`config.mk`:
```
export PLATFORM = sky130hd
export DESIGN_NAME = pwm_gen
export DESIGN_NICKNAME = d
export VERILOG_FILES = /design/src/rtl/pwm_pkg.sv /design/src/rtl/pwm_shadow.sv /design/src/rtl/pwm_gen.sv
export SDC_FILE = /design/constraint.sdc
export NUM_CORES = 1
export LEC_CHECK = 0
export CAP_MARGIN = 0
export CELL_PAD_IN_SITES_DETAIL_PLACEMENT = 1
export CELL_PAD_IN_SITES_GLOBAL_PLACEMENT = 1
export CORE_ASPECT_RATIO = 1.25
export CORE_MARGIN = 10
export CORE_UTILIZATION = 40
export DETAILED_ROUTE_END_ITERATION = 8
export GPL_TIMING_DRIVEN = 1
export PLACE_DENSITY = 0.77
export SLEW_MARGIN = 20
export SYNTH_ARGS = -nofsm -noshare
export SYNTH_HDL_FRONTEND = slang
export SYNTH_SLANG_ARGS = --single-unit
```
`constraint.sdc`:
```
create_clock -name clk -period 7.2 [get_ports clk]
set_input_delay 0.72 -clock clk [delete_from_list [all_inputs] [get_ports clk]]
set_output_delay 0.72 -clock clk [all_outputs]
set_load 0.01 [all_outputs]
```
`src/rtl/pwm_pkg.sv`:
```
// pwm_pkg: shared state encoding and default width for the tick-driven PWM generator.
`default_nettype none

package pwm_pkg;

  localparam int PWM_WIDTH = 8;

  typedef enum logic [1:0] {
    ST_IDLE  = 2'd0,
    ST_RUN   = 2'd1,
    ST_DRAIN = 2'd2
  } pwm_state_t;

endpackage

`default_nettype wire

```
`src/rtl/pwm_shadow.sv`:
```
// pwm_shadow: pending/active period and duty registers with an update flag.
// A load coinciding with an apply goes straight to the active registers.
`default_nettype none

module pwm_shadow
  import pwm_pkg::*;
#(
  parameter int WIDTH = PWM_WIDTH
) (
  input  logic             clk,
  input  logic             rst,
  input  logic             load,
  input  logic             apply,
  input  logic [WIDTH-1:0] period,
  input  logic [WIDTH-1:0] duty,
  output logic [WIDTH-1:0] period_a,
  output logic [WIDTH-1:0] duty_nx
);

  logic [WIDTH-1:0] period_p;
  logic [WIDTH-1:0] duty_p;
  logic [WIDTH-1:0] period_nx;
  logic [WIDTH-1:0] duty_a;
  logic             upd;

  always_comb begin
    period_nx = period_a;
    duty_nx   = duty_a;
    if (apply) begin
      if (load) begin
        period_nx = period;
        duty_nx   = duty;
      end else if (upd) begin
        period_nx = period_p;
        duty_nx   = duty_p;
      end
    end
  end

  always_ff @(posedge clk or negedge rst) begin
    if (!rst) begin
      period_p <= '0;
      duty_p   <= '0;
      period_a <= '0;
      duty_a   <= '0;
      upd      <= 1'b0;
    end else begin
      period_a <= period_nx;
      duty_a   <= duty_nx;
      if (load) begin
        period_p <= period;
        duty_p   <= duty;
      end
      if (apply)
        upd <= 1'b0;
      else if (load)
        upd <= 1'b1;
    end
  end

endmodule

`default_nettype wire

```
`src/rtl/pwm_gen.sv`:
```
// pwm_gen: tick-stepped PWM with double-buffered period/duty and graceful stop.
// Optional sticky interrupt flag enabled by defining PWM_IRQ_EN.
`default_nettype none

module pwm_gen
  import pwm_pkg::*;
#(
  parameter int WIDTH = PWM_WIDTH
) (
  input  logic             clk,
  input  logic             rst,
  input  logic             tick,
  input  logic             en,
  input  logic [WIDTH-1:0] period,
  input  logic [WIDTH-1:0] duty,
  input  logic             load,
`ifdef PWM_IRQ_EN
  input  logic             irq_clr,
  output logic             irq,
`endif
  output logic             pwm,
  output logic [WIDTH-1:0] cnt,
  output logic             pend,
  output logic             busy
);

  localparam logic [WIDTH-1:0] ONE = {{(WIDTH-1){1'b0}}, 1'b1};

  pwm_state_t       state;
  pwm_state_t       state_nx;
  logic [WIDTH-1:0] cnt_nx;
  logic [WIDTH-1:0] period_a;
  logic [WIDTH-1:0] duty_nx;
  logic             wrap;
  logic             apply;
  logic             pwm_nx;

  assign wrap  = (state != ST_IDLE) && tick && (cnt == period_a);
  assign apply = wrap || ((state == ST_IDLE) && en);
  assign busy  = (state != ST_IDLE);

  pwm_shadow #(
    .WIDTH(WIDTH)
  ) u_shadow (
    .clk      (clk),
    .rst      (rst),
    .load     (load),
    .apply    (apply),
    .period   (period),
    .duty     (duty),
    .period_a (period_a),
    .duty_nx  (duty_nx)
  );

  always_comb begin
    state_nx = state;
    cnt_nx   = cnt;
    case (state)
      ST_IDLE: begin
        if (en) begin
          state_nx = ST_RUN;
          cnt_nx   = '0;
        end
      end
      ST_RUN: begin
        if (tick)
          cnt_nx = wrap ? '0 : cnt + ONE;
        if (!en)
          state_nx = ST_DRAIN;
      end
      ST_DRAIN: begin
        if (tick)
          cnt_nx = wrap ? '0 : cnt + ONE;
        // A renewed run request outranks the final wrap.
        if (en)
          state_nx = ST_RUN;
        else if (wrap)
          state_nx = ST_IDLE;
      end
      default: begin
        state_nx = ST_IDLE;
        cnt_nx   = '0;
      end
    endcase
  end

  // Output tracks the next visible count against the next active duty.
  assign pwm_nx = (state_nx != ST_IDLE) && (cnt_nx < duty_nx);

  always_ff @(posedge clk or negedge rst) begin
    if (!rst) begin
      state <= ST_IDLE;
      cnt   <= '0;
      pwm   <= 1'b0;
      pend  <= 1'b0;
    end else begin
      state <= state_nx;
      cnt   <= cnt_nx;
      pwm   <= pwm_nx;
      pend  <= wrap;
    end
  end

`ifdef PWM_IRQ_EN
  always_ff @(posedge clk or negedge rst) begin
    if (!rst)
      irq <= 1'b0;
    else if (pend)
      irq <= 1'b1;
    else if (irq_clr)
      irq <= 1'b0;
  end
`endif

endmodule

`default_nettype wire

```
==> metrics <==
status=finished clean; layout cell share with drive strength beyond 1=18.06%; highest layer used for signal routing=met4; Resized Gates After CTS=0; post-synthesis register bit count=45; Yosys warning total=0; predominant post-synthesis flop cell=dfrtp_1; final core utilization=49.93%; starting density of the core=41.77%; Synthesized Nets=226; overall via count from detail_route=1578; Hold Vio Cnt, Final=0; worst-path cell with the longest stage delay=o21a_1; setup tns final=0 ns; critical path depth=12; H-tree Lvls=2; endpoint required time on the critical path=7.43 ns; via count normalized by instance count=5.423; GRT Util Overall=12.53%; critical path class=in -> reg; worst vdd ir=138.1 µV; detailed-routed wire length on met2=2723 µm; end of the critical path=pwm; leakage dissipation=1.189 nW; leading cell types by count after synthesis=45 x dfrtp_1, 23 x mux2_2, 13 x o21ai_0; CP most frequent cell=o21ai_0; data arrival time at the worst-slack endpoint=4.04 ns; Site Rows=30; worst reg2reg startpoint=state[1]; TritonCTS clock tree=done; slew at the pin with the worst max-slew slack=0.8153 ns; setup repair after global routing missed its margin=false; Max-slew headroom=45.47%; final net count=259; Post-synth ARST share=100.0%; router iterations before antenna repair=4; clock skew after layout=0.006912 ns; Port-buffer cells=31; share of the clock period used by the worst path=52.88%; worst r2r path cells=14; diode insertion count for antenna repair=0; routed wire length=5326 µm; cts-stage hold buffer count=0; maximum achievable frequency=262.6 MHz; count of fill cells added during filler insertion=593; height of the die=104.9 µm; DIE AREA=9217 µm²; met3 routed WL=241 µm; area of combinational cells with multiple inputs=1080 µm²; count of flip-flops with a built-in enable after synthesis=0; delay contributed by the slowest stage of the critical path=0.65 ns; final count of pins violating max slew=0; maximum number of pins on one net before global-route repair=46; placeable core area=5518 µm²; area growth from synthesis to layout=19.54%; post-detailed-placement half-perimeter wirelength=4098 µm; worst-path cell chain=clkdlybuf4s50_1 -> nand3_1 -> o31ai_4 -> o21a_1 -> o21ai_0 -> ha_1 -> a21oi_1 -> nor2b_1 -> o21ai_0 -> o21ai_0 -> a211o_1 -> a211oi_2; number of failing setup endpoints in the final timing report=0; post-CTS clock slew at the launch and capture registers of the worst setup and hold paths=0.09 ns; wire per inst=18.30 µm; critical path fanouts, max=15; Met1 Routed Length=2239 µm; Final min period=3.808 ns; DRC violations left=0; grt total ovfl=0; CP Capture Type=flip-flop; weighted congestion reported at the end of routability-driven placement=0.8014; post-synth design cell area=2305 µm²; Worst Setup SP=tick; Antenna Violating Nets Remaining=0; category of the worst setup path launch point=input port; share of the synthesized area in the top cell type=48.86%; path category of the worst min-delay check=in -> async; number of distinct library cells after synthesis=46; Max-cap violations=0; number of standard cells after synthesis=193; sequential cell area fraction in the yosys report=48.86%; First DRT Iteration DRCs=51; overall power of the completed layout=960.3 µW; initial antenna violation count=0; width of the die=87.89 µm; Avg Cell Area, Syn=11.94 µm²; clock latency at the later pin of the worst-skew pair=0.31 ns; area of placed instances=2633 µm²; number of global-route vias before repair=1767; Reg2Reg Setup Slack=3.58 ns; most repeated cell in the gate-level netlist after synthesis=dfrtp_1; buffers inserted during post-CTS setup optimization=0; Max clock buf depth=2; Worst R2R End=pwm; area taken by flip-flops and latches=1126 µm²; cell type with the largest total area after synthesis=dfrtp_1; power density relative to cell area=348.5 nW/µm²; delay-heaviest family, CP=compound AO/OA/AOI/OAI gates; count of buffering cells on the critical path with inverters included=1; first-pass GRT wire length=9349 µm; post-route standard cell area excluding fillers=2755 µm²; clock tree sinks=45; Synth area leaders=dfrtp_1 49%, mux2_2 11%, ha_1 6.5%, xnor2_1 3.0%, o21ai_0 2.8%; total CTS buffers=5; top-level I/O count=32; master cell of the clock root buffer=clkbuf_8
-- cell type report --
class                           count  share of cell area [%]
Multi-Input combinational cell    132                   39.19
Clock inverter                      2                   1.362
Inverter                           11                   1.499
Tap cell                           64                   2.906
Sequential cell                    45                   40.87
Clock buffer                        6                   2.997
Timing Repair Buffer               31                   11.17
-- stage by stage --
step | instances | hold WS (ns) | worst slack, ns
3_3_place_gp | 283 | 0.4733 | 3.124
3_5_place_dp | 283 | 0.4820 | 3.009
2_1_floorplan | 193 | 0.4244 | 4.179
4_1_cts | 291 | 0.5008 | 3.362
6_report | 291 | 0.3903 | 3.393
5_1_grt | 291 | 0.4350 | 3.024
-- layer usage --
metal / GRT usage, % / up-vias
li1: - / 756
met5: 0 / -
met1: 15.03 / 789
met2: 20.59 / 25
met3: 3.108 / 8
met4: 5.023 / 0
-- kinds of logic (layout without fill, tap and decap cells) --
logic type      count (synthesis)  in the layout  synth area share, %
simple gates                   45             45                12.00
fa+ha+maj                      12             12                6.514
buf+inv                        16             50                4.289
compound gates                 37             37                10.97
flops                          45             45                48.86
xor+xnor                        8              8                3.040
mux                            30             30                14.33
-- where the power goes --
group          total [mW]  switching (mW)  internal, mW  leakage (nW)
combinational       0.389           0.212         0.177         0.583
sequential          0.369          0.0448         0.325         0.548
clock               0.202          0.0889         0.113        0.0574
total               0.960           0.346         0.615          1.19
-- placed cells by master (no fill, tap or decap), types with 2 or more instances in the layout --
| master | count |
|---|---|
| mux2_2 | 23 |
| nand2b_1 | 2 |
| nor2b_1 | 7 |
| o21ai_0 | 13 |
| ha_1 | 12 |
| a21oi_1 | 11 |
| nand3_1 | 5 |
| inv_1 | 10 |
| nor2_1 | 8 |
| mux2i_1 | 6 |
| clkbuf_8 | 6 |
| nor3b_1 | 2 |
| dfrtp_1 | 45 |
| clkdlybuf4s50_1 | 30 |
| and4_1 | 2 |
| xnor2_1 | 8 |
| nand2_1 | 4 |
| nand3b_1 | 2 |
| o211a_1 | 2 |
-- how the worst min path moves through the flow --
| stage | from | cells past startpoint | slack (ns) | end |
|---|---|---|---|---|
| finish | rst | 1 | 0.39 | state[1] |
| floorplan | rst | 0 | 0.42 | cnt[0] |
| detailed placement | u_shadow.duty_a[4] | 2 | 0.48 | u_shadow.duty_a[4] |
| global route | rst | 1 | 0.43 | state[1] |
| global placement | u_shadow.duty_a[2] | 2 | 0.47 | u_shadow.duty_a[2] |
| CTS | u_shadow.duty_a[4] | 2 | 0.50 | u_shadow.duty_a[4] |
-- sequential cells by signal, indices dropped and copies added (netlist names) --
name               count
cnt                    8
pend                   1
pwm                    1
state                  2
u_shadow.duty_a        8
u_shadow.duty_p        8
u_shadow.period_a      8
u_shadow.period_p      8
u_shadow.upd           1
(Power assumes the default switching activity.)
